**config.mk**
```make
export PLATFORM = sky130hd
export DESIGN_NAME = alu_op_scheduler
export DESIGN_NICKNAME = d
export VERILOG_FILES = /design/src/rtl/alu_sched_pkg.sv /design/src/rtl/rr_arbiter.sv /design/src/rtl/alu_op_scheduler.sv
export SDC_FILE = /design/constraint.sdc
export NUM_CORES = 1
export LEC_CHECK = 0
export ABC_AREA = 1
export CORE_MARGIN = 3
export CORE_UTILIZATION = 42
export CTS_CLUSTER_DIAMETER = 50
export DETAILED_ROUTE_END_ITERATION = 8
export PLACE_DENSITY = 0.8
export SKIP_LAST_GASP = 1
export SLEW_MARGIN = 20
export SYNTH_ARGS = -nofsm -noshare
export SYNTH_HDL_FRONTEND = slang
export SYNTH_SLANG_ARGS = --single-unit
```
**constraint.sdc**
```tcl
create_clock -name CLK -period 2.1 [get_ports CLK]
set_input_delay 0.21 -clock CLK [delete_from_list [all_inputs] [get_ports CLK]]
set_output_delay 0.21 -clock CLK [all_outputs]
set_load 0.05 [all_outputs]
```
**src/rtl/alu_sched_pkg.sv**
```systemverilog
// Shared types for the ALU operation scheduler: opcode encoding and FSM states.
package alu_sched_pkg;

    typedef enum logic [1:0] {
        OP_ADD = 2'd0,
        OP_SUB = 2'd1,
        OP_MUL = 2'd2,
        OP_XOR = 2'd3
    } op_t;

    typedef enum logic [1:0] {
        ST_IDLE   = 2'd0,
        ST_CONFIG = 2'd1,
        ST_EXEC   = 2'd2,
        ST_RESP   = 2'd3
    } state_t;

endpackage

```
**src/rtl/rr_arbiter.sv**
```systemverilog
// Combinational round-robin arbiter: lowest valid index at or above ptr wins,
// otherwise the search wraps to the lowest valid index overall.
module rr_arbiter #(
    parameter int N_REQ = 2,
    parameter int ID_W  = (N_REQ > 1) ? $clog2(N_REQ) : 1
) (
    input  logic [N_REQ-1:0] valid,
    input  logic [ID_W-1:0]  ptr,
    output logic [N_REQ-1:0] grant,
    output logic [ID_W-1:0]  index,
    output logic             any_valid
);

    logic [N_REQ-1:0] masked;
    logic [N_REQ-1:0] pick;

    always_comb begin
        masked    = '0;
        pick      = '0;
        grant     = '0;
        index     = '0;
        any_valid = 1'b0;
        for (int i = 0; i < N_REQ; i++) begin
            masked[i] = valid[i] && (i >= int'(ptr));
        end
        // Requests below the pointer only compete when nothing at or above it is valid.
        pick = (|masked) ? masked : valid;
        for (int i = 0; i < N_REQ; i++) begin
            if (!any_valid && pick[i]) begin
                any_valid = 1'b1;
                grant[i]  = 1'b1;
                index     = ID_W'(i);
            end
        end
    end

endmodule

```
**src/rtl/alu_op_scheduler.sv**
```systemverilog
// Shares one ALU between N_REQ requesters: round-robin grant, config write only
// on opcode change, single outstanding op returned on a tagged response channel.
//
//   state     | meaning
//   ST_IDLE   | arbitrate; grant handshake completes here, fields latched
//   ST_CONFIG | one-cycle ALU opcode write (config miss only)
//   ST_EXEC   | ALU config holds op; capture alu_c into the response register
//   ST_RESP   | hold response until resp_ready
module alu_op_scheduler
    import alu_sched_pkg::*;
#(
    parameter int N_REQ = 2,
    parameter int WIDTH = 16,
    localparam int ID_W = (N_REQ > 1) ? $clog2(N_REQ) : 1
) (
    input  logic                   CLK,
    input  logic                   RESET,
    input  logic [N_REQ-1:0]       req_valid,
    output logic [N_REQ-1:0]       req_ready,
    input  logic [2*N_REQ-1:0]     req_op,
    input  logic [WIDTH*N_REQ-1:0] req_a,
    input  logic [WIDTH*N_REQ-1:0] req_b,
    output logic                   resp_valid,
    input  logic                   resp_ready,
    output logic [WIDTH-1:0]       resp_data,
    output logic [ID_W-1:0]        resp_id,
    output logic [WIDTH-1:0]       alu_a,
    output logic [WIDTH-1:0]       alu_b,
    input  logic [WIDTH-1:0]       alu_c,
    output logic [1:0]             alu_config_data,
    output logic                   alu_config_en,
    output logic [15:0]            op_count,
    output logic [15:0]            reconfig_count
);

    state_t            state_q, state_d;
    logic [ID_W-1:0]   rr_ptr_q, rr_ptr_d;
    logic              cfg_valid_q, cfg_valid_d;
    op_t               cfg_op_q, cfg_op_d;
    op_t               op_q, op_d;
    logic [WIDTH-1:0]  a_q, a_d;
    logic [WIDTH-1:0]  b_q, b_d;
    logic [ID_W-1:0]   id_q, id_d;
    logic [WIDTH-1:0]  resp_data_q, resp_data_d;
    logic [ID_W-1:0]   resp_id_q, resp_id_d;
    logic [15:0]       op_count_q, op_count_d;
    logic [15:0]       reconfig_count_q, reconfig_count_d;

    logic [N_REQ-1:0]  arb_grant;
    logic [ID_W-1:0]   arb_index;
    logic              arb_any;
    logic [N_REQ-1:0]  req_ready_c;
    logic              cfg_en_c;
    logic [1:0]        cfg_data_c;

    rr_arbiter #(
        .N_REQ (N_REQ),
        .ID_W  (ID_W)
    ) u_arb (
        .valid     (req_valid),
        .ptr       (rr_ptr_q),
        .grant     (arb_grant),
        .index     (arb_index),
        .any_valid (arb_any)
    );

    always_comb begin
        state_d          = state_q;
        rr_ptr_d         = rr_ptr_q;
        cfg_valid_d      = cfg_valid_q;
        cfg_op_d         = cfg_op_q;
        op_d             = op_q;
        a_d              = a_q;
        b_d              = b_q;
        id_d             = id_q;
        resp_data_d      = resp_data_q;
        resp_id_d        = resp_id_q;
        op_count_d       = op_count_q;
        reconfig_count_d = reconfig_count_q;
        req_ready_c      = '0;
        cfg_en_c         = 1'b0;
        cfg_data_c       = 2'b00;

        case (state_q)
            ST_IDLE: begin
                if (arb_any) begin
                    req_ready_c = arb_grant;
                    id_d        = arb_index;
                    for (int i = 0; i < N_REQ; i++) begin
                        if (arb_grant[i]) begin
                            op_d = op_t'(req_op[2*i +: 2]);
                            a_d  = req_a[WIDTH*i +: WIDTH];
                            b_d  = req_b[WIDTH*i +: WIDTH];
                        end
                    end
                    state_d = (cfg_valid_q && (op_d == cfg_op_q)) ? ST_EXEC : ST_CONFIG;
                end
            end
            ST_CONFIG: begin
                cfg_en_c         = 1'b1;
                cfg_data_c       = op_q;
                cfg_op_d         = op_q;
                cfg_valid_d      = 1'b1;
                reconfig_count_d = reconfig_count_q + 16'd1;
                state_d          = ST_EXEC;
            end
            ST_EXEC: begin
                resp_data_d = alu_c;
                resp_id_d   = id_q;
                state_d     = ST_RESP;
            end
            ST_RESP: begin
                if (resp_ready) begin
                    op_count_d = op_count_q + 16'd1;
                    rr_ptr_d   = (id_q == ID_W'(N_REQ - 1)) ? '0 : id_q + 1'b1;
                    state_d    = ST_IDLE;
                end
            end
            default: state_d = ST_IDLE;
        endcase
    end

    always_ff @(posedge CLK) begin
        if (RESET) begin
            state_q          <= ST_IDLE;
            rr_ptr_q         <= '0;
            cfg_valid_q      <= 1'b0;
            cfg_op_q         <= OP_ADD;
            op_q             <= OP_ADD;
            a_q              <= '0;
            b_q              <= '0;
            id_q             <= '0;
            resp_data_q      <= '0;
            resp_id_q        <= '0;
            op_count_q       <= '0;
            reconfig_count_q <= '0;
        end else begin
            state_q          <= state_d;
            rr_ptr_q         <= rr_ptr_d;
            cfg_valid_q      <= cfg_valid_d;
            cfg_op_q         <= cfg_op_d;
            op_q             <= op_d;
            a_q              <= a_d;
            b_q              <= b_d;
            id_q             <= id_d;
            resp_data_q      <= resp_data_d;
            resp_id_q        <= resp_id_d;
            op_count_q       <= op_count_d;
            reconfig_count_q <= reconfig_count_d;
        end
    end

    // Handshake and strobe outputs are masked while RESET is high so a reset
    // cycle can never complete a grant, a response or an ALU config write.
    assign req_ready       = req_ready_c & {N_REQ{~RESET}};
    assign resp_valid      = (state_q == ST_RESP) & ~RESET;
    assign alu_config_en   = cfg_en_c & ~RESET;
    assign alu_config_data = cfg_data_c;
    assign resp_data       = resp_data_q;
    assign resp_id         = resp_id_q;
    assign alu_a           = a_q;
    assign alu_b           = b_q;
    assign op_count        = op_count_q;
    assign reconfig_count  = reconfig_count_q;

endmodule

```
==> flow_summary.ini <==
[drt]
wirelength_um = 11580
avgRoutedWirePerCell_um = 13.31
residual_drc = 0
post_drt_via_cell_ratio = 4.907
drt-pass1-iter-count = 4
dr_total_vias = 4269
detail-route-antenna-nets = 0
drt_iter0_drc = 154

[worst_setup_path]
worstSetupEndpointType = primary output
r2r-start = state_q[0]
crit_path_start = state_q[0]
start_kind = flop
critPathArrivalTime_ps = 1740
crit_required_ps = 1890
criticalPathCategory = flop to primary output
crit_fanout = 4

[cells_and_area]
num-fill-cells = 824
post_route_cells_drive_above_1_share_pct = 6.343
sequential_cell_area_um2 = 1802
multiInputGateArea_um2 = 1933
layout_nets = 832
antenna-diode-count = 0
areaGrowthSynthToFinish_pct = 53.61

[power]
seq_power_share_pct = 32.0
power_switching_share_pct = 42.87
share_comb_of_total_power_pct = 48.4
p_leak_nw = 2.442
p_sw_mw = 3.095
power-per-cell-area_nw_per_um2 = 1168
fin_total_pwr_mw = 7.220
p_int_mw = 4.125
vdd_drop_max_mv = 0.5671
clock_power_share_pct = 19.6

[yosys]
synth_seq_area_share_pct = 44.78
synth_nets = 663
synth.yosys.warnings = 0
avgSynthCellArea_um2 = 7.097
netlist_top_cells_count = sky130_fd_sc_hd__nor2_1, sky130_fd_sc_hd__dfxtp_1, sky130_fd_sc_hd__nand2_1, sky130_fd_sc_hd__o21ai_0, sky130_fd_sc_hd__a21oi_1
post-synth-top-area-fraction_pct = 44.78
syn_inst = 567
synth_edf_count = 0
async_reset_ff_share_pct = 0
yosys.cell_count.top_type = sky130_fd_sc_hd__nor2_1
synth_top_flop_cell = sky130_fd_sc_hd__dfxtp_1
synth_area_leaders = sky130_fd_sc_hd__dfxtp_1, sky130_fd_sc_hd__nor2_1, sky130_fd_sc_hd__o21ai_0
postSynthRegisterBits = 90
post_synth_instance_area_um2 = 4024
post_synth_num_cell_types = 30
netlist.top_cell.by_area = sky130_fd_sc_hd__dfxtp_1

[sta]
report.final.setup_viol = 0
grt_setup_unrepaired = no
min_period_ps = 1946
finalHoldViolCount = 0
max_slew.worst_pin.slew_ps = 599.7
fmax_mhz = 513.8
final_cycle_share_pct = 92.68
total_negative_slack_for_setup_checks_ps = 0
max-slew-margin-rel_pct = 60.02
timing.clock.skew_ps = 13.87
finalMaxSlewViolations = 0

[cts]
clock_latency_on_the_worst_skew_pair_ps = 340
cts_setup_buffers = 0
cts_hold_buffers = 0
max-clock-path-buffers = 2
cts_tree = built
cts.sinks = 90
numCtsBuffers = 9
post_cts_resize_count = 0
ctsHtreeMaxLevel = 3
cts_root_buffer = sky130_fd_sc_hd__clkbuf_8
clkSlewWorstSetupHoldPaths_ps = 90

[place]
portBuffers = 175
placer_congestion_estimate = 0.9073
detailed_place_hpwl_um = 8687

[flow_run]
cap_viol_max_count = 0

[global_routing]
grt_overflow_total = 0
grt_first_pass_wirelength_um = 19220
grt_antenna_before_repair = 0
first_global_vias = 4070
largest_net_degree_at_the_start_of_global_routing = 46
grt_usage_pct = 21.30

[floorplanning]
chipWidth_um = 103.9
core_um2 = 9284
io_pins = 176
initial_utilization_pct = 43.34
floorplan.die.height_um = 103.9
fp_rows = 35
design.die.area_um2 = 10790

[outcome]
run_status = finished clean

[hold_path]
hold_path_class = input pin to flop
timing.hold.worst.start = RESET
## power by group through the flow
stage          sequential (mW)  clock (mW)  combinational, mW
5_1_grt                   2.36        1.53               3.77
6_report                  2.31        1.42               3.49
4_1_cts                   2.31        1.45               3.51
3_5_place_dp              2.34           0               3.50
3_3_place_gp              2.32           0               3.44
2_1_floorplan             3.42           0               1.19
## worst paths after layout
check / endpoint / slack (ps) / cells after the start
hold / removal: op_count[14] / 310 / 2
hold reg to reg: alu_b[10] / 460 / 2
setup / recovery: req_ready[1] / 150 / 5
setup reg to reg: resp_data[5] / 330 / 5
## state kept, by name, indices dropped and copies added, names as in the netlist, 2 cells and up
| signal | count |
|---|---|
| op_count | 16 |
| op_q | 2 |
| alu_a | 16 |
| resp_data | 16 |
| cfg_op_q | 2 |
| reconfig_count | 16 |
| state_q | 2 |
| alu_b | 16 |
## per-layer routing
layer,track usage (%),up-vias,wire [um]
met2,38.39,143,5890
met4,7.217,0,219
met1,24.30,1929,4618
met3,5.649,20,850
li1,-,2177,-
met5,0,-,0
## metrics by stage
stage | cells | hold slack (ps) | setup slack, ps | cell area (um2) | utilization (%)
global placement | 854 | 450.9 | 289.0 | 5934 | 63.92
floorplan | 567 | 344.9 | 70.72 | 4029 | -
CTS | 870 | 297.7 | 113.9 | 6178 | 66.55
global route | 870 | 327.5 | 13.78 | 6181 | 66.58
finish | 870 | 308.5 | 153.8 | 6181 | 66.58
detailed placement | 854 | 454.7 | 240.8 | 5934 | 63.92
## logic make-up after synthesis
group	count (synthesis)	synth area share, %
simple gates	244	25.96
buf+inv	76	7.432
xor+xnor	5	1.089
fa+ha+maj	7	2.177
flops	90	44.78
compound gates	145	18.56
## cell type report
cell class | instances | area share, %
Clock buffer | 12 | 2.348
Clock inverter | 4 | 1.599
Inverter | 49 | 2.976
Multi-Input combinational cell | 401 | 31.28
Sequential cell | 90 | 29.15
Tap cell | 129 | 2.611
Timing Repair Buffer | 185 | 30.04
## critical path, stage by stage (launching register included)
cell and delay (ps):
sky130_fd_sc_hd__dfxtp_1 350, sky130_fd_sc_hd__inv_1 110, sky130_fd_sc_hd__ha_1 210, sky130_fd_sc_hd__inv_1 70, sky130_fd_sc_hd__nor3_1 470, sky130_fd_sc_hd__buf_12 210
## cell usage in the layout, fill, tap and decap left out, types with 2 or more instances in the layout
cell type                           n
sky130_fd_sc_hd__inv_1             47
sky130_fd_sc_hd__nor2_4             2
sky130_fd_sc_hd__a21oi_1           64
sky130_fd_sc_hd__dfxtp_1           90
sky130_fd_sc_hd__clkbuf_1           2
sky130_fd_sc_hd__o21ai_1            2
sky130_fd_sc_hd__xor2_1             3
sky130_fd_sc_hd__bufinv_16          3
sky130_fd_sc_hd__inv_2              2
sky130_fd_sc_hd__clkdlybuf4s50_1  168
sky130_fd_sc_hd__nor3_1             8
sky130_fd_sc_hd__o21a_1             2
sky130_fd_sc_hd__nand4_1            8
sky130_fd_sc_hd__nand2_1           76
sky130_fd_sc_hd__xnor2_1            2
sky130_fd_sc_hd__a211oi_1           2
sky130_fd_sc_hd__o21ai_0           71
sky130_fd_sc_hd__clkbuf_8          10
sky130_fd_sc_hd__ha_1               6
sky130_fd_sc_hd__nor2_1           126
sky130_fd_sc_hd__nand2_2            4
sky130_fd_sc_hd__nand4_4            2
sky130_fd_sc_hd__buf_12             4
sky130_fd_sc_hd__nand3_1           13
sky130_fd_sc_hd__buf_4             12
(Power assumes the default switching activity.)
